### config.mk
export PLATFORM = sky130hd
export DESIGN_NAME = muxnway_rr
export DESIGN_NICKNAME = d
export VERILOG_FILES = /design/src/rtl/muxnway_rr.sv
export SDC_FILE = /design/constraint.sdc
export NUM_CORES = 1
export LEC_CHECK = 0
export ABC_AREA = 0
export BUFFER_PORTS_ARGS = -buffer_cell sky130_fd_sc_hd__buf_2
export CAP_MARGIN = 40
export CORE_MARGIN = 2
export CORE_UTILIZATION = 47
export DETAILED_ROUTE_END_ITERATION = 8
export PLACE_DENSITY = 0.83
export SLEW_MARGIN = 20
export SYNTH_ARGS = -nofsm -noshare
export SYNTH_HDL_FRONTEND = slang
export SYNTH_SLANG_ARGS = --single-unit
### constraint.sdc
create_clock -name clk -period 5.74 [get_ports clk]
set_input_delay 1.148 -clock clk [delete_from_list [all_inputs] [get_ports clk]]
set_output_delay 1.148 -clock clk [all_outputs]
set_load 0.01 [all_outputs]
### src/rtl/muxnway_rr.sv
// muxnway_rr: N-way registered valid/ready mux with fixed or round-robin select; define MUXNWAY_RR_LOCK_EN for packet lock
module muxnway_rr #(
  parameter int WIDTH = 16,
  parameter int WAYS = 8,
  localparam int SEL_W = $clog2(WAYS)
) (
  input  logic                  clk,
  input  logic                  rst_n,
  input  logic [WAYS*WIDTH-1:0] in_data,
  input  logic [WAYS-1:0]       in_valid,
  output logic [WAYS-1:0]       in_ready,
`ifdef MUXNWAY_RR_LOCK_EN
  input  logic [WAYS-1:0]       in_last,
  output logic                  out_last,
`endif
  input  logic                  mode,
  input  logic [SEL_W-1:0]      sel,
  output logic [WIDTH-1:0]      out_data,
  output logic                  out_valid,
  input  logic                  out_ready,
  output logic [SEL_W-1:0]      out_sel
);
  typedef enum logic {EMPTY, FULL} state_t;
  state_t r_state, w_state_nxt;
  logic [WIDTH-1:0] r_data;
  logic [SEL_W-1:0] r_sel, r_ptr, w_idx, w_rr_idx;
  logic w_load, w_gnt, w_fix_hit, w_rr_hit;
`ifdef MUXNWAY_RR_LOCK_EN
  logic r_last, r_lock;
  logic [SEL_W-1:0] r_lock_ch;
`endif

  function automatic logic [SEL_W-1:0] f_wrap(input logic [SEL_W-1:0] p, input int k);
    int s;
    s = int'(p) + k;
    return SEL_W'(s >= WAYS ? s - WAYS : s);
  endfunction

  // fixed select hits only an in-range channel that is valid
  always_comb begin
    w_fix_hit = 1'b0;
    for (int i = 0; i < WAYS; i++) if (sel == SEL_W'(i)) w_fix_hit = in_valid[i];
  end

  // round-robin: nearest valid channel after r_ptr wins; a held lock overrides the search
  always_comb begin
    w_rr_hit = 1'b0;
    w_rr_idx = '0;
    for (int k = WAYS; k >= 1; k--)
      if (in_valid[f_wrap(r_ptr, k)]) begin
        w_rr_hit = 1'b1;
        w_rr_idx = f_wrap(r_ptr, k);
      end
`ifdef MUXNWAY_RR_LOCK_EN
    if (r_lock) begin
      w_rr_hit = in_valid[r_lock_ch];
      w_rr_idx = r_lock_ch;
    end
`endif
  end

  // load/grant decision, one-hot ready and output register next state
  always_comb begin
    w_load = (r_state == EMPTY) | out_ready;
    w_gnt = w_load & (mode ? w_rr_hit : w_fix_hit);
    w_idx = mode ? w_rr_idx : sel;
    in_ready = w_gnt ? (WAYS'(1) << w_idx) : '0;
    w_state_nxt = w_gnt ? FULL : (w_load ? EMPTY : r_state);
  end

  // output register occupancy
  always_ff @(posedge clk or negedge rst_n)
    if (!rst_n) r_state <= EMPTY;
    else r_state <= w_state_nxt;

  // capture granted beat; round-robin grants advance the pointer
  always_ff @(posedge clk or negedge rst_n)
    if (!rst_n) begin
      r_data <= '0;
      r_sel <= '0;
      r_ptr <= SEL_W'(WAYS - 1);
`ifdef MUXNWAY_RR_LOCK_EN
      r_last <= 1'b0;
`endif
    end else if (w_gnt) begin
      r_data <= in_data[w_idx*WIDTH +: WIDTH];
      r_sel <= w_idx;
      if (mode) r_ptr <= w_idx;
`ifdef MUXNWAY_RR_LOCK_EN
      r_last <= in_last[w_idx];
`endif
    end

`ifdef MUXNWAY_RR_LOCK_EN
  // packet lock holds the arbiter on one channel until its last beat is taken
  always_ff @(posedge clk or negedge rst_n)
    if (!rst_n) begin
      r_lock <= 1'b0;
      r_lock_ch <= '0;
    end else if (!mode) r_lock <= 1'b0;
    else if (w_gnt) begin
      r_lock <= ~in_last[w_idx];
      r_lock_ch <= w_idx;
    end

  assign out_last = r_last;
`endif

  assign out_valid = (r_state == FULL);
  assign out_data = r_data;
  assign out_sel = r_sel;
endmodule

Word-level counts from Yosys, hierarchy flattened

Cells that the tools add are included.

Flip-flop bits (word level): 23
Bits of input ports: 143
Word-level logic and storage cells: 104

Add/subtract/negate cells: 16
Magnitude comparators: 16
Equality and inequality tests: 7
Shift operators: 2
Mux-type cells: 53
Bitwise operators: 3
Reduce and logical (&&, ||, !) cells: 3

Operator list:

| kind                                                                                 | number |
|---|---|
| 128-bit by 8-bit indexed part select with 16-bit output                              | 1 |
| 3-bit 2-to-1 mux                                                                     | 17 |
| 3-bit by 4-bit less-than comparator with 1-bit output (second input constant)        | 8 |
| 4-bit greater-or-equal comparator (second input constant)                            | 7 |
| 1-bit 2-to-1 mux                                                                     | 27 |
| 1-bit binary-select mux with 3-bit select                                            | 8 |
| 3-bit by 1-bit subtractor with 3-bit output (second input constant)                  | 8 |
| 3-bit by 3-bit adder with 4-bit output (second input constant)                       | 4 |
| 3-bit equality test (second input constant)                                          | 4 |
| 3-bit by 2-bit adder with 4-bit output (second input constant)                       | 2 |
| 8-bit 2-to-1 mux                                                                     | 1 |
| 1-bit by 3-bit << shifter with 8-bit output (first input constant)                   | 1 |
| 3-bit by 2-bit equality test with 1-bit output (second input constant)               | 2 |
| 3-bit by 4-bit adder with 5-bit output (second input constant)                       | 1 |
| 5-bit by 4-bit greater-or-equal comparator with 1-bit output (second input constant) | 1 |
| 3-bit by 1-bit adder with 4-bit output (second input constant)                       | 1 |
| 3-bit by 1-bit equality test with 1-bit output (second input constant)               | 1 |
| 3-bit zero test                                                                      | 1 |
| 2-bit AND reduction                                                                  | 1 |
| 2-bit nonzero test                                                                   | 1 |
| 1-bit bitwise AND                                                                    | 1 |
| 1-bit inverter                                                                       | 1 |
| 1-bit bitwise OR                                                                     | 1 |

Logic depth before layout (Yosys ltp)

Depth in word-level cells: 16
Depth in mapped cells: 18

Worst setup path after synthesis

OpenSTA, ideal clock, no wires.

Path type: reg2out
Start point: register r_ptr[1]
End point: output in_ready[3]
Arrival time: 3.970 ns
Data required time: 4.592 ns
Slack: 0.622 ns
Stages on the path, launching flop included: 16
Buffers on the path: 7
Cell sequence: dfstp_2 clkbuf_1 buf_2 inv_1 ha_1 buf_2 buf_2 mux4_2 mux2_2 a2111oi_2 nor3_1 a311o_1 buf_6 buf_6 buf_2 nor3_1

Word-level cells in the longest chain between the ends: 16
Elaborated cells between the ends (all ways): 69
Classes of those cells: 16 x add/sub; 8 x order compare; 1 x shift; 43 x mux; 1 x bitwise

RTL lines:

| what                                                                                                                               | RTL line | RTL |
|---|---|---|
| from (decl)                                                                                                                        | 26       | `logic [SEL_W-1:0] r_sel, r_ptr, w_idx, w_rr_idx;` |
| from (signal assigned)                                                                                                             | 81       | `r_ptr <= SEL_W'(WAYS - 1);` |
| from (signal assigned)                                                                                                             | 88       | `if (mode) r_ptr <= w_idx;` |
| 3-bit by 4-bit adder with 5-bit output                                                                                             | 35       | `s = int'(p) + k;` |
| 5-bit by 4-bit greater-or-equal comparator with 1-bit output / 3-bit by 1-bit subtractor with 3-bit output (equally long branches) | 36       | `return SEL_W'(s >= WAYS ? s - WAYS : s);` |
| 3-bit 2-to-1 mux                                                                                                                   | 36       |  |
| 1-bit binary-select mux with 3-bit select                                                                                          | 50       | `if (in_valid[f_wrap(r_ptr, k)]) begin` |
| 1-bit 2-to-1 mux (not written as such)                                                                                             | 50       |  |
| 3-bit 2-to-1 mux / 1-bit 2-to-1 mux (equally long branches) (8 in a row)                                                           | 50       |  |
| 3-bit 2-to-1 mux / 1-bit 2-to-1 mux (equally long branches)                                                                        | 66, 65   |  |
| 1-bit by 3-bit << shifter with 8-bit output / 1-bit bitwise AND (equally long branches)                                            | 67, 65   |  |
| 8-bit 2-to-1 mux (*)                                                                                                               | 67       | `in_ready = w_gnt ? (WAYS'(1) << w_idx) : '0;` |
| to (decl)                                                                                                                          | 11       | `output logic [WAYS-1:0] in_ready,` |

Every way passes the cells marked *; elsewhere a longest branch is shown, timed or not. The select of a mux whose other input is x is not followed.

Worst setup path in the final report

Start point: register r_ptr[1]
End point: output in_ready[7]

Same word-level chain as after synthesis.

==> summary.txt <==
Worst VDD drop -> 0.353 mV
CTS buffer count -> 3
Syn Nets -> 505
Top-Level Pins -> 171
Post-cts gate resize count -> 0
Vias in the first global route -> 3,365
Post-route insts no fill -> 605
Crit path max-delay family -> compound AO/OA/AOI/OAI gates
Final worst slack -> 407 ps
# setup viols final -> 0
Crit share post-route -> 0.929
Util after Layout -> 0.623
CTS Root Buffer Type -> clkbuf_8
Fill cells -> 589
CP required -> 4590 ps
Post-route ant nets -> 0
Area Overhead vs Synth -> 28.3%
1st-pass router iterations -> 4
YS warnings -> 0
CP Capture Type -> primary output
First-pass GRT wire length -> 16,200 um
DR DRC count -> 0
Cell variety after synth -> 55
Post-synthesis async set-or-reset flop share -> 1.00
Dominant register cell in the synthesized netlist -> dfrtp_1
Syn Inst Count -> 360
Worst-path fanout max -> 14
Leak -> 1.99 nW
Power Density -> 600 nW/um^2
Gp weighted congestion -> 0.898
Crit path cell chain -> buf_4 -> ha_1 -> xor2_1 -> mux4_2 -> mux2_2 -> a2111oi_2 -> nor3_1 -> a311o_2 -> nor3_1 -> buf_2
Port buffer count -> 170
Cell area after layout -> 4240 um^2
Final Hold Vio Count -> 0
Diode count -> 0
Clk sink count -> 23
DP Worst Slack -> 751 ps
Startpoint Class -> register
Area post-placement -> 4190 um^2
Ranking of synthesized cells by area -> mux2i_1 16%, dfrtp_1 15%, mux4_2 12%
# nets final -> 655
Unrepaired setup endpoints after global routing -> false
Largest area contributor in the netlist -> mux2i_1
Most frequent cell after synthesis -> mux2i_1
Die Ht -> 87.8 um
Yosys top cell area share -> 0.161
Die width -> 87.8 um
Num rows -> 30
CTS tree -> done
Hold_buf cts -> 0
PnR Total Power -> 2.54 mW
H-Tree Depth -> 1
Routed wire per std cell -> 17.4 um
Setup bufs post-CTS -> 0
Worst Path Buf+Inv -> 2
Worst-Margin Slew -> 619 ps
Starting DRT DRC Count -> 221
Synth Register Bits -> 23
Post-Synthesis Cell Area -> 3300 um^2
Most frequent cells after synthesis -> 53 x mux2i_1, 33 x nand2_1, 20 x dfrtp_1, 19 x a211oi_1, 19 x nor2_1
Avg Synthesized Cell Area -> 9.17 um^2
Worst Hold Class -> register to register
Setup TNS Final -> 0 ps
Die Area -> 7710 um^2
Dpl hpwl -> 8390 um
WS Path Type -> register to primary output
Largest net degree at the start of global routing -> 31
Placed insts -> 601
Sequential share of the synthesized area -> 0.176
WL final -> 10,500 um
Worst stage delay on the critical path -> 660 ps
Tmin final -> 5330 ps
Clk_lat worst skew -> 270 ps
Via count -> 3,527
Clock buffer depth -> 2
Core Region -> 6790 um^2
Max Cap Viol -> 0
Clk_skew -> 3.92 ps
Starting Density -> 0.486
Status -> finished, final reports clean
Max_slew headroom -> 0.587
Slew Viols, Final -> 0
Crit path top cell by count -> nor3_1
Total global-route track usage -> 0.269
Total gr overflow -> 0
Initial antenna violation count -> 0
Layout cells sized above 1 -> 0.468
Number of enable flip-flop cells after synthesis -> 0
Slowest library cell on the worst path -> dfstp_2
Via/cell ratio -> 5.83
Worst EP arrival -> 4180 ps
Max frequency -> 188 MHz
Reg clk slew, reported paths -> 90 ps
Final hold slack -> 514 ps
[worst register-to-register path, cell delays in order, from the launching register on]
cell	delay, ps
dfstp_2	660
inv_1	150
ha_1	650
mux2_2	270
mux2i_1	80
a221oi_2	530
nor3_1	130
nor3_1	460
a311o_2	480
buf_4	440
mux2_1	410
a211oi_1	240
[worst paths after layout]
check | from | end | slack, ps | cells past startpoint
max in group asynchronous | rst_n | r_ptr[2]$_DFFE_PN1P_ | 4520 | 1
hold reg to reg | out_sel[2]$_DFFE_PN0P_ | out_sel[2]$_DFFE_PN0P_ | 510 | 1
setup reg to reg | r_ptr[1]$_DFFE_PN1P_ | out_data[15]$_DFFE_PN0P_ | 1150 | 11
hold / removal | out_sel[2]$_DFFE_PN0P_ | out_sel[2]$_DFFE_PN0P_ | 510 | 1
setup / recovery | r_ptr[1]$_DFFE_PN1P_ | in_ready[7] | 410 | 10
min in group asynchronous | rst_n | out_data[9]$_DFFE_PN0P_ | 850 | 1
[power by group]
group / leakage [nW] / internal (mW) / total [mW] / switching [mW]
combinational: 1.72 / 0.963 / 2.12 / 1.16
sequential: 0.252 / 0.252 / 0.311 / 0.0591
clock: 0.0217 / 0.0492 / 0.107 / 0.0582
[metal layers]
| layer | GRT usage | share of wire |
|---|---|---|
| met1 | 0.336 | 0.39 |
| met2 | 0.474 | 0.51 |
| met3 | 0.0415 | 0.071 |
| met4 | 0.0895 | 0.027 |
| met5 | 0 | 0 |
[kinds of logic after synthesis]
group / Yosys count / synth area share
fa+ha+maj: 2 / 0.00758
xor+xnor: 5 / 0.0133
mux: 95 / 0.370
simple gates: 100 / 0.148
flops: 23 / 0.176
buf+inv: 47 / 0.0709
compound gates: 88 / 0.215
[cell usage in the layout (no fill, tap or decap), types with 2 or more instances in the layout]
cell type,instances
buf_2,170
mux2i_1,53
nand2_1,33
dfrtp_1,20
nor2_1,19
a211oi_1,19
mux4_2,17
and2_1,13
buf_4,12
o2bb2ai_1,11
mux2_1,10
inv_1,9
nor3_1,9
o21ai_0,9
mux2_2,8
a31oi_1,8
nand4_1,7
mux2_4,7
a211oi_2,7
a21oi_1,6
o211a_1,6
nand2b_1,5
xor2_1,3
o21a_1,3
nand3_1,3
clkbuf_8,3
dfstp_2,3
and2_0,2
xnor2_1,2
a221oi_1,2
nor4_1,2
nor2b_1,2
a21o_1,2
ha_1,2
[final cells by class]
cell class	count	area (um^2)	area share
Clock buffer	3	41.3	0.00975
Sequential cell	23	579	0.137
Timing Repair Buffer	182	941	0.222
Inverter	10	37.5	0.00886
Tap cell	96	120	0.0284
Clock inverter	1	7.51	0.00177
Multi-Input combinational cell	290	2510	0.592
[flip-flops by register name, indices dropped and copies added, names as in the netlist]
name,count
r_ptr,3
out_data,16
out_sel,3
out_valid,1
Note: power is estimated with default switching activity, not from simulation.
